## src/rtl/data_mem_ctrl.sv

```systemverilog
// data_mem_ctrl: load/store controller for an internal word RAM with wait states,
// little-endian lane select, sign/zero extension and a valid/ready handshake on both sides.
module data_mem_ctrl #(
  parameter int DATA_W  = 32,
  parameter int ADDR_W  = 9,
  parameter int LATENCY = 2
) (
  input  logic              clk,
  input  logic              reset,
  input  logic              req_valid,
  output logic              req_ready,
  input  logic              req_we,
  input  logic [1:0]        req_size,
  input  logic              req_unsigned,
  input  logic [ADDR_W-1:0] req_addr,
  input  logic [DATA_W-1:0] req_wdata,
  output logic              rsp_valid,
  input  logic              rsp_ready,
  output logic [DATA_W-1:0] rsp_rdata,
  output logic              rsp_err,
  output logic              wr,
  output logic              rd,
  output logic [ADDR_W-1:0] addr,
  output logic [DATA_W-1:0] wr_data,
  output logic [DATA_W-1:0] rd_data
);
  localparam int NB    = DATA_W / 8;
  localparam int OW    = $clog2(NB);
  localparam int DEPTH = 2 ** (ADDR_W - OW);
  localparam logic [1:0] IDLE = 2'd0, WAIT = 2'd1, RESP = 2'd2;
  logic [1:0]          state, size_q, c_size;
  logic [3:0]          cnt;
  logic                we_q, uns_q, idle, commit, c_we, c_uns, illegal;
  logic [ADDR_W-1:0]   addr_q, c_addr;
  logic [DATA_W-1:0]   wdata_q, c_wdata, word, shifted, lmask, wmask, ext, new_word;
  logic [NB-1:0]       bmask, wbytes;
  logic [OW-1:0]       off;
  logic [ADDR_W-OW-1:0] idx;
  logic [DATA_W-1:0]   mem [DEPTH];
  assign idle      = state == IDLE;
  assign req_ready = idle;
  assign rsp_valid = state == RESP;
  // With zero wait states the live request commits on its acceptance edge.
  assign c_we    = idle ? req_we       : we_q;
  assign c_uns   = idle ? req_unsigned : uns_q;
  assign c_size  = idle ? req_size     : size_q;
  assign c_addr  = idle ? req_addr     : addr_q;
  assign c_wdata = idle ? req_wdata    : wdata_q;
  assign commit  = idle ? (req_valid && LATENCY == 0) : (state == WAIT && cnt == 4'd1);
  assign off     = c_addr[OW-1:0];
  assign idx     = c_addr[ADDR_W-1:OW];
  assign illegal = (c_size == 2'd3 && DATA_W == 32) || (c_size == 2'd1 && c_addr[0]) ||
                   (c_size == 2'd2 && c_addr[1:0] != 2'd0) || (c_size == 2'd3 && c_addr[2:0] != 3'd0);
  assign bmask   = NB'((32'd1 << (32'd1 << c_size)) - 32'd1);
  assign wbytes  = bmask << off;
  always_comb begin
    lmask = '0;
    wmask = '0;
    for (int i = 0; i < NB; i++) begin
      lmask[i*8 +: 8] = {8{bmask[i]}};
      wmask[i*8 +: 8] = {8{wbytes[i]}};
    end
  end
  assign word     = mem[idx];
  assign shifted  = word >> {off, 3'b0};
  // Sign bit is the top bit of the access mask.
  assign ext      = (shifted & lmask) |
                    ((!c_uns && |(shifted & lmask & ~(lmask >> 1))) ? ~lmask : '0);
  assign new_word = (word & ~wmask) | ((c_wdata << {off, 3'b0}) & wmask);
  always_ff @(posedge clk)
    if (reset && commit && c_we && !illegal) mem[idx] <= new_word;
  always_ff @(posedge clk or negedge reset) begin
    if (!reset) begin
      state     <= IDLE;
      cnt       <= '0;
      we_q      <= 1'b0;
      uns_q     <= 1'b0;
      size_q    <= '0;
      addr_q    <= '0;
      wdata_q   <= '0;
      rsp_rdata <= '0;
      rsp_err   <= 1'b0;
      wr        <= 1'b0;
      rd        <= 1'b0;
      addr      <= '0;
      wr_data   <= '0;
      rd_data   <= '0;
    end else begin
      wr <= 1'b0;
      rd <= 1'b0;
      if (idle && req_valid) begin
        we_q    <= req_we;
        uns_q   <= req_unsigned;
        size_q  <= req_size;
        addr_q  <= req_addr;
        wdata_q <= req_wdata;
        cnt     <= 4'(LATENCY);
        state   <= LATENCY == 0 ? RESP : WAIT;
      end else if (state == WAIT) begin
        cnt   <= cnt - 4'd1;
        state <= commit ? RESP : WAIT;
      end else if (state == RESP && rsp_ready) begin
        state <= IDLE;
      end
      if (commit) begin
        rsp_err   <= illegal;
        rsp_rdata <= (!illegal && !c_we) ? ext : '0;
        if (!illegal) begin
          addr <= c_addr;
          if (c_we) begin
            wr      <= 1'b1;
            wr_data <= c_wdata;
          end else begin
            rd      <= 1'b1;
            rd_data <= ext;
          end
        end
      end
    end
  end
endmodule

```

## config.mk

```make
export PLATFORM = sky130hd
export DESIGN_NAME = data_mem_ctrl
export DESIGN_NICKNAME = d
export VERILOG_FILES = /design/src/rtl/data_mem_ctrl.sv
export SDC_FILE = /design/constraint.sdc
export NUM_CORES = 2
export LEC_CHECK = 0
export ABC_CLOCK_PERIOD_IN_PS = 13400
export BUFFER_PORTS_ARGS = -buffer_cell sky130_fd_sc_hd__clkbuf_2
export CORE_ASPECT_RATIO = 1.25
export CORE_MARGIN = 2
export CORE_UTILIZATION = 35
export CTS_BUF_LIST = sky130_fd_sc_hd__clkbuf_4 sky130_fd_sc_hd__clkbuf_8
export CTS_CLUSTER_DIAMETER = 30
export DETAILED_ROUTE_END_ITERATION = 16
export PLACE_DENSITY = 0.53
export SLEW_MARGIN = 20
export SYNTH_ARGS = -nofsm -noshare
export SYNTH_HDL_FRONTEND = slang
export SYNTH_SLANG_ARGS = --single-unit
```

## constraint.sdc

```tcl
create_clock -name clk -period 13.4 [get_ports clk]
set_input_delay 0 -clock clk [delete_from_list [all_inputs] [get_ports clk]]
set_output_delay 0 -clock clk [all_outputs]
set_load 0.02 [all_outputs]
```

# Word-level counts from Yosys, hierarchy flattened
# Memory sizes are Yosys's and may differ from the RTL's.
# Index checks and enable logic that the tools add are counted.
[op_classes]
n_addsub = 2
n_reduce_logical = 26
n_bitwise = 11
eq_ne = 6
n_mux = 22
shift = 5
[ops]
columns = ["cell", "n"]
rows = [
  ["bitwise AND 32 bit", 4],
  ["2-to-1 mux 32 bit", 3],
  ["NOT 32 bit", 2],
  ["OR 32 bit", 2],
  ["NOT 31 -> 32 bit", 1],
  ["OR reduction 32 bit", 1],
  ["<< shifter 1 x 2 -> 32 bit, first input constant", 1],
  ["<< shifter 1 x 32 -> 4 bit, first input constant", 1],
  ["<< shifter 32 x 5 -> 32 bit", 1],
  ["right shift 32 x 5 -> 32 bit", 1],
  ["logical AND 1 bit", 11],
  ["2-to-1 mux 1 bit", 11],
  ["2-to-1 mux 2 bit", 5],
  ["2-to-1 mux 9 bit", 1],
  ["2-to-1 mux 4 bit", 2],
  ["subtractor 4 x 1 -> 4 bit, second input constant", 2],
  ["== test 2 bit, second input constant", 3],
  ["AND reduction 3 bit", 2],
  ["nonzero test 3 bit", 2],
  ["== test 2 x 1 -> 1 bit, second input constant", 2],
  ["== test 4 x 1 -> 1 bit, second input constant", 1],
  ["nonzero test 2 bit", 2],
  ["<< shifter 4 x 2 -> 4 bit", 1],
  ["zero test 1 bit", 3],
  ["other kinds (4)", 7],
]
[word_totals]
input_bits = 49
wordCells = 87
ram_bits = 4096
output_inout_bits = 110
n_memories = 1
ff_bits = 159
[memory_table]
columns = ["memory", "depth", "width", "read_ports", "rd_ports_with_merged_regs", "wr", "line_no", "source"]
rows = [
  ["mem", 128, 32, 1, 0, 1, "39", "logic [DATA_W-1:0] mem [DEPTH];"],
]

# Logic depth before layout (Yosys ltp)
[depth]
ltp_word = 12
mapped_depth = 18
ltp_nobuf = 12

# Worst setup path before layout
# No wires, ideal clock.
[synth_path]
kind = "register to register"
from = "register state[0]"
to = "memory mem[0][26] (data pin)"
period_less_slack_ps = 8886
path_buffers = 6
setup_time_ps = 1197
required_ps = 12203
stages_incl_launch_ff = 13
setup_slack_ps = 4514
arrival_time_ps = 7689
path_cell_list = "dfrtp_1 -> or2_1 -> buf_2 -> buf_6 -> inv_2 -> buf_2 -> buf_1 -> clkbuf_1 -> clkbuf_1 -> a211oi_1 -> a211oi_1 -> a21oi_1 -> o21ai_0"
[synth_via]
elab_chain_len = 9
word_cells_on_any_way = 14
classes_between = "add/sub: 1; shift: 4; mux: 3; bitwise: 4; reduce/logical: 1; memory: 1"
[synth_rtl]
columns = ["element", "line_no", "source"]
rows = [
  ["start, declared", "31", "logic [1:0] state, size_q, c_size;"],
  ["start signal, assigned", "98", "state <= LATENCY == 0 ? RESP : WAIT;"],
  ["start signal, assigned", "101", "state <= commit ? RESP : WAIT;"],
  ["zero test 2 bit *", "40", "assign idle = state == IDLE;"],
  ["2-to-1 mux 2 bit", "46", "assign c_size = idle ? req_size : size_q;"],
  ["<< shifter 1 x 2 -> 32 bit", "54", "assign bmask = NB'((32'd1 << (32'd1 << c_size)) - 32'd1);"],
  ["<< shifter 1 x 32 -> 4 bit", "54", ""],
  ["subtractor 4 x 1 -> 4 bit", "54", ""],
  ["<< shifter 4 x 2 -> 4 bit", "55", "assign wbytes = bmask << off;"],
  ["NOT 32 bit", "69", "assign new_word = (word & ~wmask) | ((c_wdata << {off, 3'b0}) & wmask);"],
  ["bitwise AND 32 bit", "69", ""],
  ["OR 32 bit *", "69", ""],
  ["net new_word[26]", "35", "logic [DATA_W-1:0] wdata_q, c_wdata, word, shifted, lmask, wmask, ext, new_word;"],
  ["end, declared", "39", ""],
]
# Mark *: on every way through the listed nets, which the timed path passes. The rest lies on a longest branch.

# Worst setup path after layout
[layout_path]
from = "register state[1]"
to = "memory mem[81][22] (data pin)"
# The elaborated chain is that of the path after synthesis.

==> flow_summary.yaml <==
synth:
  syn_nets: 10200
  synth_top_cells_by_area: "edfxtp_1, mux2i_1, dfrtp_1, o22ai_1, nand2_1"
  ys_ff_latch: 4255
  ys.flop_type: "edfxtp_1"
  yosys.area.top_type: "edfxtp_1"
  syn_avg_cell_area_sq_um: 15.9
  yosysSeqAreaShare_pct: 78.5
  syn_inst: 10200
  synth_edf_count: 4096
  syn_area_sq_um: 162000
  yosysWarnings: 0
  async_reset_ff_share_pct: 3.74
  synth_top_area_share_pct: 76.0
  ys_types: 93
worst_setup_path:
  worst_path_max_delay_cell: "nor4_2"
  cp_max_fo: 64
  crit_start: "state[1]"
  worstPathArrival_ps: 9940
  cpPeakStageDelay_ps: 1090
  cp.buffers_inverters: 8
  crit_cells: 16
  start_kind: "register"
  r2r_slack_ps: 4380
  path_class: "reg -> reg"
  reg2reg_from: "state[1]"
  crit_required_ps: 14320
  path_cells: "buf_4 -> or2_4 -> buf_4 -> inv_4 -> o21ai_2 -> buf_4 -> nand2_2 -> buf_4 -> a21oi_1 -> o21ai_0 -> nand3_1 -> nor4_2 -> buf_4 -> o221ai_4 -> buf_4 -> buf_4"
  r2r_cells: 16
  crit_family: "buffers and inverters"
  r2r-end: "mem[81][22]"
  cp-end-kind: "register"
  crit_top_cell: "buf_4"
  worstSetupEndpoint: "mem[81][22]"
global_routing:
  antenna_found_initial: 72
  grt_max_degree: 129
  track_usage_pct: 28.4
  grt_pass1_vias: 103000
  grt_pass1_wl_microns: 910000
  grt_overflow: 0
floorplan:
  fp.dieH_microns: 764
  dieArea_sq_um: 468000
  rows: 279
  initial_core_util_pct: 35.1
  die_x_microns: 612
  core_sq_um: 461000
  ios: 159
sta:
  setup_violations: 0
  period_minus_slack_ps: 9020
  finalHoldViolations: 0
  tns_ps: 0
  worst_pin_slew_ps: 1350
  rsz0062_at_grt: "no"
  clock_skew_ps: 119
  slew_headroom_pct: 8.69
  report.final.slew_viol_count: 0
  post-route-period-util_pct: 67.3
  max_freq_ghz: 0.111
layout:
  final_cell_mix: "edfxtp_1, nand2_1, clkbuf_8"
  multiInputGateArea_sq_um: 33800
  area_growth_pct: 17.9
  layout_commonest_cell: "edfxtp_1"
  fin_nets: 11100
  fillCellCount: 41500
  register_area_sq_um: 127000
  drive_gt1_share_pct: 19.1
cts:
  root_buffer: "clkbuf_8"
  clockBufferDepth: 4
  htree_num_levels: 6
  clock_sinks: 4255
  clock_latency_ps: 1370
  path_clk_slew_ps: 60
  cts_buffers: 724
  cts_tree: "yes"
detailed_routing:
  drt_iter0_markers: 18200
  dr.pass1.iters: 10
  route.detailed.drc: 0
  wirelength_microns: 682000
  antenna_left: 0
  viasPerCell: 6.14
  post_drt_wl_per_cell_microns: 38.1
  num_vias: 110000
place:
  hpwl_microns: 399000
  io_buffers: 158
  place.gp.congestion: 0.973
flow_run:
  drv_cap: 0
hold_path:
  min_path_type: "in -> reg"
run_status:
  status: "finished, final reports clean"
repair_timing:
item                                    CTS  global route
hold buffers                            156             0
setup buffers                             0             0
endpoints found under the hold margin  1459             0
setup endpoints to repair                 0             0
resized for setup                         0             0
metal layers:
| layer | part of all wire (%) | GRT usage [%] | vias up |
|---|---|---|---|
| met5 | 0.023 | 0 | - |
| met4 | 8.4 | 20.6 | 22 |
| met3 | 11 | 7.09 | 1865 |
| met2 | 46 | 44.4 | 8183 |
| met1 | 34 | 34.2 | 56700 |
| li1 | - | - | 42900 |
synthesized netlist by cell type, types with 21 or more instances:
library cell and count:
a31oi_1 110, o211ai_1 21, a211oi_1 46, buf_1 92, a221oi_1 137, nand3_1 306
nor2_1 456, a32oi_1 67, mux2i_1 424, and3_1 26, mux2_2 25, a21oi_1 407
dfrtp_1 159, buf_4 48, nor3_1 293, nor4_1 44, a222oi_1 137, a22o_1 37
edfxtp_1 4096, a22oi_1 301, o22ai_1 630, clkbuf_1 250, buf_2 303, nand2_1 1008
nand4_1 43, o21ai_0 294, o221ai_1 103
worst register-to-register path, stage by stage, from the launching register on:
cell      delay (ps)
dfrtp_1          370
buf_4            220
or2_4            430
buf_4            390
inv_4            740
o21ai_2          230
buf_4            320
nand2_2          610
buf_4            600
a21oi_1          120
o21ai_0          790
nand3_1          810
nor4_2          1110
buf_4            280
o221ai_4         410
buf_4            520
buf_4            540
cells by family (layout without fill, tap and decap cells):
logic type                 Yosys count  after routing  synth area share [%]
AOI/OAI and AO/OA                 2494           2494                  10.6
xor gates and xnor gates             2              2                0.0108
adders and majority gates            2              2                0.0155
buffers and inverters              714           2179                  2.04
DFF                               4255           4255                  78.5
muxes                              453            453                  2.84
other                                0             49                     0
and+or+nand+nor                   2260           2260                  6.07
metrics by stage:
step | utilization (%) | hold WS, ps | area, sq um | cells | setup WS [ps]
floorplan | - | -296 | 162000 | 10200 | 4510
global placement | 37.6 | -9.60 | 173000 | 16300 | 4050
detailed placement | 37.6 | -15.5 | 174000 | 16400 | 5220
CTS | 41.3 | 26.2 | 190000 | 17800 | 5160
global route | 41.4 | 123 | 191000 | 17800 | 4590
finish | 41.4 | 64.1 | 191000 | 17900 | 4380
state kept, by name, indices dropped and copies added (netlist names):
| register | count |
|---|---|
| mem | 4096 |
| rd_data | 32 |
| uns_q | 1 |
| wdata_q | 32 |
| addr_q | 9 |
| state | 2 |
| cnt | 4 |
| addr | 9 |
| rsp_err | 1 |
| rd | 1 |
| wr | 1 |
| we_q | 1 |
| rsp_rdata | 32 |
| wr_data | 32 |
| size_q | 2 |
worst min-delay path by stage:
stage                  startpoint     endpoint  slack, ps  depth (start not counted)
global placement            reset  wdata_q[20]        -10                          1
CTS                   req_size[1]      rsp_err         30                          6
global route        req_wdata[16]  wr_data[16]        120                          5
floorplan                   reset      addr[0]       -300                          0
detailed placement          reset  wdata_q[20]        -20                          1
finish              req_wdata[16]  wr_data[16]         60                          5
cell type report:
cell class                 instances  share of cell area [%]
sequential                      4255                    66.5
multi-input combinational       5211                    17.7
clock buffer                     909                    6.00
tap                             6182                    4.05
timing repair buffer             853                    3.60
clock inverter                   404                    2.03
antenna                           49                  0.0643
inverter                          13                  0.0269
Power is not shown: default switching activity piles up to over one toggle a cycle in this logic, so the estimate is an artifact.
